==> src/rtl/take_rr_arb.sv <==
// -----------------------------------------------------------------------------
// take_rr_arb -- round-robin arbiter with transaction-granular locking.
//
// Several requester streams compete for one output stream. A grant is held
// from the first accepted beat of a transaction until its eot beat
// (data[DIN_W-1] = 1) is accepted. The round-robin pointer then moves to the
// input just after the one that finished. The output is a single register
// slice, so latency is one cycle and throughput is one beat per cycle.
//
// Optional feature: when macro TAKE_RR_ARB_ID_EN is defined, the source index
// (IDX_W bits) is prepended above the forwarded beat on dout_data_o.
//
// Ports:
//   clk           sole clock, rising edge
//   rst           asynchronous reset, active low
//   din_valid_i   per-input valid
//   din_data_i    per-input beat, eot in bit DIN_W-1
//   din_ready_o   per-input ready (only the winner / locked input may be high)
//   dout_valid_o  output slice valid
//   dout_data_o   output slice data ({idx, beat} with TAKE_RR_ARB_ID_EN)
//   dout_ready_i  downstream ready
// -----------------------------------------------------------------------------
module take_rr_arb #(
  parameter  int NUM_IN = 4,
  parameter  int DIN_W  = 16,
  localparam int IDX_W  = (NUM_IN > 2) ? $clog2(NUM_IN) : 1,
`ifdef TAKE_RR_ARB_ID_EN
  localparam int OUT_W  = DIN_W + IDX_W
`else
  localparam int OUT_W  = DIN_W
`endif
) (
  input  logic                          clk,
  input  logic                          rst,
  input  logic [NUM_IN-1:0]             din_valid_i,
  input  logic [NUM_IN-1:0][DIN_W-1:0]  din_data_i,
  output logic [NUM_IN-1:0]             din_ready_o,
  output logic                          dout_valid_o,
  output logic [OUT_W-1:0]              dout_data_o,
  input  logic                          dout_ready_i
);

  typedef enum logic {IDLE, LOCKED} state_e;

  state_e             state_q, state_d;
  logic [IDX_W-1:0]   gnt_q, gnt_d;
  logic [IDX_W-1:0]   rr_ptr_q, rr_ptr_d;
  logic               vld_q, vld_d;
  logic [OUT_W-1:0]   data_q, data_d;

  // Round-robin search, starting at rr_ptr_q and wrapping at NUM_IN.
  logic               win_found;
  logic [IDX_W-1:0]   win_idx;
  logic [IDX_W:0]     cand_sum;
  logic [IDX_W-1:0]   cand_idx;

  always_comb begin
    // NOTE: every variable written here gets a default before any branch, so
    // no path leaves a value unassigned and no latch is inferred.
    win_found = 1'b0;
    win_idx   = rr_ptr_q;
    cand_sum  = '0;
    cand_idx  = '0;
    for (int k = 0; k < NUM_IN; k++) begin
      cand_sum = {1'b0, rr_ptr_q} + (IDX_W+1)'(k);
      if (cand_sum >= (IDX_W+1)'(NUM_IN)) begin
        cand_sum = cand_sum - (IDX_W+1)'(NUM_IN);
      end
      cand_idx = cand_sum[IDX_W-1:0];
      if (!win_found && din_valid_i[cand_idx]) begin
        win_found = 1'b1;
        win_idx   = cand_idx;
      end
    end
  end

  // Selected input: the frozen grant while LOCKED, the live winner in IDLE.
  logic [IDX_W-1:0]   sel_idx;
  logic               sel_vld;
  logic [DIN_W-1:0]   sel_data;
  logic               sel_eot;
  logic               can_acc;
  logic               accept;
  logic [IDX_W-1:0]   next_ptr;

  assign sel_idx  = (state_q == LOCKED) ? gnt_q : win_idx;
  assign sel_vld  = (state_q == LOCKED) ? din_valid_i[gnt_q] : win_found;
  assign sel_data = din_data_i[sel_idx];
  assign sel_eot  = sel_data[DIN_W-1];
  // Slice can take a beat when empty or being drained this cycle.
  assign can_acc  = !vld_q || dout_ready_i;
  assign accept   = sel_vld && can_acc;
  assign next_ptr = (sel_idx == IDX_W'(NUM_IN - 1)) ? '0 : sel_idx + 1'b1;

  // Ready is forced low while reset is asserted; the slice is empty in reset,
  // so without the gate the winner would otherwise see ready high.
  always_comb begin
    din_ready_o = '0;
    if (rst && (state_q == LOCKED || win_found)) begin
      din_ready_o[sel_idx] = can_acc;
    end
  end

  always_comb begin
    state_d  = state_q;
    gnt_d    = gnt_q;
    rr_ptr_d = rr_ptr_q;
    vld_d    = vld_q;
    data_d   = data_q;

    if (can_acc) begin
      vld_d = accept;
    end

    if (accept) begin
`ifdef TAKE_RR_ARB_ID_EN
      data_d = {sel_idx, sel_data};
`else
      data_d = sel_data;
`endif
      if (sel_eot) begin
        state_d  = IDLE;
        rr_ptr_d = next_ptr;
      end else begin
        state_d  = LOCKED;
        gnt_d    = sel_idx;
      end
    end
  end

  // NOTE: state is updated with non-blocking assignments so every register
  // samples its next value from the same pre-edge snapshot.
  always_ff @(posedge clk or negedge rst) begin
    if (!rst) begin
      state_q  <= IDLE;
      gnt_q    <= '0;
      rr_ptr_q <= '0;
      vld_q    <= 1'b0;
      // NOTE: the data register is reset too, so dout_data_o reads zero in
      // reset rather than leftovers from a discarded transaction.
      data_q   <= '0;
    end else begin
      state_q  <= state_d;
      gnt_q    <= gnt_d;
      rr_ptr_q <= rr_ptr_d;
      vld_q    <= vld_d;
      data_q   <= data_d;
    end
  end

  assign dout_valid_o = vld_q;
  assign dout_data_o  = data_q;

endmodule

==> config.mk <==
export PLATFORM = sky130hd
export DESIGN_NAME = take_rr_arb
export DESIGN_NICKNAME = d
export VERILOG_FILES = /design/src/rtl/take_rr_arb.sv
export SDC_FILE = /design/constraint.sdc
export NUM_CORES = 1
export LEC_CHECK = 0
export CAP_MARGIN = 20
export CORE_ASPECT_RATIO = 1.75
export CORE_MARGIN = 8
export CORE_UTILIZATION = 35
export CTS_CLUSTER_SIZE = 8
export DETAILED_ROUTE_END_ITERATION = 8
export GPL_TIMING_DRIVEN = 0
export PLACE_DENSITY = 0.75
export SYNTH_ARGS = -nofsm -noshare
export SYNTH_HDL_FRONTEND = slang
export SYNTH_SLANG_ARGS = --single-unit
==> constraint.sdc <==
create_clock -name clk -period 7.8 [get_ports clk]
set_input_delay 1.56 -clock clk [delete_from_list [all_inputs] [get_ports clk]]
set_output_delay 1.56 -clock clk [all_outputs]
set_load 0.02 [all_outputs]
==> flow_summary.json, run 1 <==
{
  "grt_max_degree": 24,
  "vias": 1618,
  "peakVddDrop_mv": 0.233,
  "worst_ep_arrival_time_ns": 4.39,
  "criticalPathCategory": "in2out",
  "slew_viol_final": 0,
  "setup_viol": 0,
  "fin_area_um2": 2620,
  "skew_ns": 0.00143,
  "first_pass_iters": 4,
  "route.met3.wl_um": 422,
  "die-area_um2": 6980,
  "critPathMaxFanout": 10,
  "ant_nets": 0,
  "grt_pass1_vias": 1774,
  "wl_met1_mm": 1.89,
  "grt_overflow": 0,
  "critPathLaunchType": "input port",
  "ctsLongestPathBuffers": 2,
  "num_io_pins": 92,
  "p_leak_nw": 1.09,
  "maxCapViolations": 0,
  "final_util": 0.599,
  "worstPathRequired_ns": 6.24,
  "maxSlewHeadroom": 0.741,
  "start_util": 0.361,
  "die_y_um": 105,
  "netlist_area_um2": 1570,
  "post_cts_resize_count": 0,
  "setup_slack_ns": 1.85,
  "drc": 0,
  "place_inst": 299,
  "whs_ns": 0.479,
  "worst_setup_path_end_kind": "output port",
  "fin_crit_sh": 0.763,
  "h-tree-depth": 1,
  "clk_pin_slew_ns": 0.07,
  "cts_tree": "yes",
  "synth_area_leaders": "dfrtp_1 (35%), mux2i_1 (19%), o221ai_1 (8.3%), nand2_1 (6.2%), mux4_2 (2.9%)",
  "syn2layout_area_growth_pct": 66.1,
  "dr_wl_met2_mm": 2.86,
  "routed_wl_mm": 5.21,
  "status": "completed",
  "routed_via_density": 5.34,
  "synth-seq-cells": 22,
  "drt_iter0_drc": 42,
  "rows": 32,
  "cts.sinks": 22,
  "ys_seq_area_frac": 0.350,
  "antennaDiodeCount": 0,
  "holdPathStages": 2,
  "power_mw": 0.967,
  "synth_cell_types": 40,
  "syn_inst": 157,
  "worst_pin_slew_ns": 0.385,
  "place_area_um2": 2550,
  "avgRoutedWirePerCell_um": 17.2,
  "tns_ns": 0,
  "core_region_area_um2": 4360,
  "avgSynthCellArea_um2": 10.0,
  "hold_viol_final": 0,
  "grt_antenna_before_repair": 0,
  "clk_latency_ns": 0.25,
  "holdBufCountCts": 0,
  "synthFlopType": "dfrtp_1",
  "grtUsageTotal": 0.153,
  "io_buffers": 91,
  "synth_edf_count": 0,
  "synth_top_area_cell": "dfrtp_1",
  "top_layer_used": "met4",
  "ys_async_sr_fraction": 1.00,
  "cts-root-buf": "clkbuf_8",
  "synth_warnings": 0,
  "fillers": 384,
  "p_per_area_nw_per_um2": 370,
  "syn-num-nets": 229,
  "period_minus_slack_ns": 5.95,
  "drive_above_1_share": 0.0952,
  "hpwl_mm": 4.28,
  "dp_slack_ns": 1.83,
  "grt_pass1_wl_mm": 8.66,
  "final_cells": 303,
  "worstRegToRegCells": 8,
  "timing.fmax_mhz": 168,
  "hp-class": "reg2reg",
  "synth_top_area_frac": 0.350,
  "die_w_um": 66.7,
  "cts_buffers": 3,
  "cts_setup_buffers": 0,
  "gp_congestion": 0.740,
  "rsz0062_at_grt": "no",
  "nNetsFinal": 326
}
## report_power, final
part | switching [mW] | internal (mW) | leakage, nW
Sequential | 0.0363 | 0.174 | 0.267
Clock | 0.0342 | 0.0344 | 0.0216
Combinational | 0.351 | 0.337 | 0.807
Total | 0.421 | 0.545 | 1.09
## layout make-up
cell class | instances | area, µm² | share of cell area
Tap cell | 51 | 63.8 | 0.0244
Timing Repair Buffer | 92 | 936 | 0.358
Clock buffer | 3 | 41.3 | 0.0158
Multi-Input combinational cell | 121 | 935 | 0.357
Buffer | 10 | 73.8 | 0.0282
Sequential cell | 22 | 551 | 0.211
Inverter | 4 | 15.0 | 0.00574
## critical path: stages
cell and delay [ns]:
clkdlybuf4s50_1 0.54, nor2b_1 0.22, o21ai_0 0.35, a221o_1 0.31, buf_6 0.19, buf_2 0.27, ha_1 0.19, inv_1 0.04
nor2_1 0.11, clkdlybuf4s50_1 0.63
## registers in the layout, summed over array words and instances, names as in the netlist
register,count
dout_valid_o,1
state_q,1
gnt_q,2
rr_ptr_q,2
dout_data_o,16
## path summary, 6_finish.rpt
check                                 from         endpoint  slack, ns
max                         din_valid_i[2]   din_ready_o[3]       1.85
min                        dout_data_o[15]  dout_data_o[15]       0.48
max reg2reg                    rr_ptr_q[1]      rr_ptr_q[1]       5.28
min reg2reg                dout_data_o[15]  dout_data_o[15]       0.48
max in group asynchronous              rst  dout_data_o[11]       5.92
min in group asynchronous              rst   dout_data_o[2]       1.50
## layer usage
metal	track usage	vias to the layer above
met5	0	-
met4	0.0369	0
met3	0.0588	4
met2	0.270	59
met1	0.161	762
li1	-	793
## cells by family after synthesis
logic type	Yosys count	share of synthesized area
muxes	35	0.243
and+or+nand+nor	47	0.150
DFF	22	0.350
adders and majority gates	1	0.00795
buffers and inverters	14	0.0564
AOI/OAI and AO/OA	38	0.192
## synthesized netlist by cell type, types with 2 or more instances
cell type / number
mux2i_1: 30
nand2_1: 26
dfrtp_1: 22
o221ai_1: 15
a21oi_1: 6
buf_2: 5
nand2b_1: 4
a211oi_2: 3
buf_6: 3
inv_1: 3
nor3_1: 3
o21ai_0: 3
buf_4: 2
mux4_2: 2
nor2_1: 2
nor2b_1: 2
nor3b_1: 2
o21ai_1: 2
## layout by cell type (no fill, tap or decap), types with 3 or more instances in the layout
cell,instances
a211oi_2,3
nand2_1,26
clkdlybuf4s50_1,91
dfrtp_1,22
clkbuf_8,3
o221ai_1,15
o21ai_0,3
nor3_1,3
mux2i_1,30
nand2b_1,4
a21oi_1,6
buf_2,5
inv_1,3
buf_6,3
Note: power is estimated with default switching activity, not from simulation.
==> inputs of run 2 (changes only) <==
==> constraint.sdc (replaced) <==
create_clock -name clk -period 5.6 [get_ports clk]
set_input_delay 1.12 -clock clk [delete_from_list [all_inputs] [get_ports clk]]
set_output_delay 1.12 -clock clk [all_outputs]
set_load 0.02 [all_outputs]
==> results of run 2 <==
Same layout as run 1 (identical final DEF). Status: completed.
Main changes from that run: setup slack after placement 1.83 ns -> 0.514 ns; setup slack after layout 1.85 ns -> 0.531 ns; register-to-register setup slack 5.28 ns -> 3.08 ns; total power 0.967 mW -> 1.35 mW; worst IR drop on VDD 0.233 mV -> 0.324 mV
==> inputs of run 3 (changes only) <==
--- a/config.mk
+++ b/config.mk
@@ -9,9 +9,11 @@
 export CORE_ASPECT_RATIO = 1.75
 export CORE_MARGIN = 8
 export CORE_UTILIZATION = 35
+export CTS_BUF_LIST = sky130_fd_sc_hd__clkbuf_4
 export CTS_CLUSTER_SIZE = 8
 export DETAILED_ROUTE_END_ITERATION = 8
 export GPL_TIMING_DRIVEN = 0
+export HOLD_SLACK_MARGIN = 0.1
 export PLACE_DENSITY = 0.75
 export SYNTH_ARGS = -nofsm -noshare
 export SYNTH_HDL_FRONTEND = slang
==> constraint.sdc (replaced) <==
create_clock -name clk -period 6.35 [get_ports clk]
set_input_delay 1.27 -clock clk [delete_from_list [all_inputs] [get_ports clk]]
set_output_delay 1.27 -clock clk [all_outputs]
set_load 0.02 [all_outputs]
==> flow_summary.json, run 3 (synthesis results as in run 1) <==
{
  "status": "completed",
  "final_cell_mix": "clkdlybuf4s50_1 (91), mux2i_1 (30), nand2_1 (26)",
  "fillers": 384,
  "antennaDiodeCount": 0,
  "cts_buffers": 3,
  "worst_setup_path_end_kind": "output port",
  "fin_area_um2": 2600,
  "min-delay-start": "dout_data_o[15]",
  "slew_viol_final": 0,
  "fin_crit_sh": 0.846,
  "pwr-share-comb": 0.724,
  "power_mw": 1.16,
  "timing.fmax_mhz": 186,
  "io_buffers": 91,
  "clk_pin_slew_ns": 0.12,
  "critPathMaxFanout": 10,
  "holdBufCountCts": 0,
  "p_clk_frac": 0.054,
  "internal_power_mw": 0.649,
  "rows": 32,
  "worstPathRequired_ns": 5.08,
  "post_cts_resize_count": 0,
  "final_common_cell": "clkdlybuf4s50_1",
  "ant_nets": 0,
  "largest_reg_flops": 16,
  "die_w_um": 66.7,
  "die-area_um2": 6980,
  "hp-class": "reg2reg",
  "num_io_pins": 92,
  "peakVddDrop_mv": 0.331,
  "rsz0062_at_grt": "no",
  "skew_ns": 0.00599,
  "setup_viol": 0,
  "worst_pin_slew_ns": 0.382,
  "grt_max_degree": 24,
  "grtUsageTotal": 0.153,
  "cts-root-buf": "clkbuf_4",
  "worstRegToRegCells": 8,
  "p_sw_mw": 0.515,
  "gp_congestion": 0.740,
  "start_util": 0.361,
  "routed_via_density": 5.31,
  "h-tree-depth": 1,
  "avgRoutedWirePerCell_um": 17.2,
  "ctsLongestPathBuffers": 2,
  "r2r_start": "rr_ptr_q[1]",
  "first_pass_iters": 4,
  "regArea_um2": 551,
  "hold_viol_final": 0,
  "swShare": 0.443,
  "core_region_area_um2": 4360,
  "grt_antenna_before_repair": 0,
  "p_leak_nw": 1.09,
  "grt_pass1_wl_mm": 8.65,
  "rr_endpoint": "rr_ptr_q[1]",
  "cts_tree": "yes",
  "p_per_area_nw_per_um2": 449,
  "syn2layout_area_growth_pct": 64.9,
  "hold_end": "dout_data_o[15]",
  "maxCapViolations": 0,
  "hpwl_mm": 4.28,
  "grt_overflow": 0,
  "tns_ns": 0,
  "period_minus_slack_ns": 5.37,
  "routed_wl_mm": 5.21,
  "drc": 0,
  "maxSlewHeadroom": 0.743,
  "critPathLaunchType": "input port",
  "multiInputGateArea_um2": 935,
  "worst_ep_arrival_time_ns": 4.10,
  "reg2reg_slack_ns": 3.83,
  "grt_pass1_vias": 1775,
  "die_y_um": 105,
  "place_area_um2": 2550,
  "holdPathStages": 2,
  "vias": 1609,
  "drive_above_1_share": 0.0952,
  "cts.sinks": 22,
  "clk_latency_ns": 0.30,
  "pwr-share-seq": 0.222,
  "criticalPathCategory": "in2out",
  "drt_iter0_drc": 59,
  "nNetsFinal": 326,
  "cts_setup_buffers": 0
}
run 3: changes by cell type in the layout (fill, tap and decap cells not counted):
| cell | change |
|---|---|
| clkbuf_4 | +3 |
| clkbuf_8 | -3 |
run 3: power groups by stage:
stage / clock, mW / combinational, mW / sequential [mW]
6_report: 0.0629 / 0.843 / 0.258
5_1_grt: 0.0720 / 0.918 / 0.267
4_1_cts: 0.0649 / 0.856 / 0.258
3_5_place_dp: 0 / 0.854 / 0.261
3_3_place_gp: 0 / 0.845 / 0.259
2_1_floorplan: 0 / 0.502 / 0.320
run 3: worst max-delay path by stage:
stage / from / end / depth (start not counted)
after floorplan: din_valid_i[2] / din_ready_o[0] / 6
after global placement: din_valid_i[2] / din_ready_o[3] / 10
after detailed placement: din_valid_i[2] / din_ready_o[3] / 10
after CTS: din_valid_i[2] / din_ready_o[3] / 10
after global routing: din_valid_i[2] / din_ready_o[3] / 10
final: din_valid_i[2] / din_ready_o[3] / 10
run 3: per-layer routing:
| layer | track usage | vias up | wire length, µm |
|---|---|---|---|
| met5 | 0 | - | 0 |
| li1 | - | 792 | - |
| met4 | 0.0415 | 0 | 35 |
| met2 | 0.270 | 54 | 2850 |
| met3 | 0.0556 | 2 | 434 |
| met1 | 0.161 | 761 | 1890 |
run 3: cell type report:
cell class / count / area share
timing repair buffer: 92 / 0.360
clock buffer: 3 / 0.00867
buffer: 10 / 0.0284
inverter: 4 / 0.00578
multi-input combinational: 121 / 0.360
tap: 51 / 0.0246
sequential: 22 / 0.212
run 3: critical path, stage by stage:
cell and delay, ns:
clkdlybuf4s50_1 0.54, nor2b_1 0.22, o21ai_0 0.35, a221o_1 0.31, buf_6 0.18, buf_2 0.27, ha_1 0.19, inv_1 0.04
nor2_1 0.11, clkdlybuf4s50_1 0.63
run 3: per-stage QoR:
step           utilization  hold WS (ns)  cells  setup slack [ns]
5_1_grt              0.595         0.513    303             0.747
4_1_cts              0.589         0.495    302             0.954
3_3_place_gp         0.584         0.459    299             0.988
6_report             0.595         0.490    303             0.976
2_1_floorplan            -         0.540    157              2.08
3_5_place_dp         0.584         0.467    299             0.964
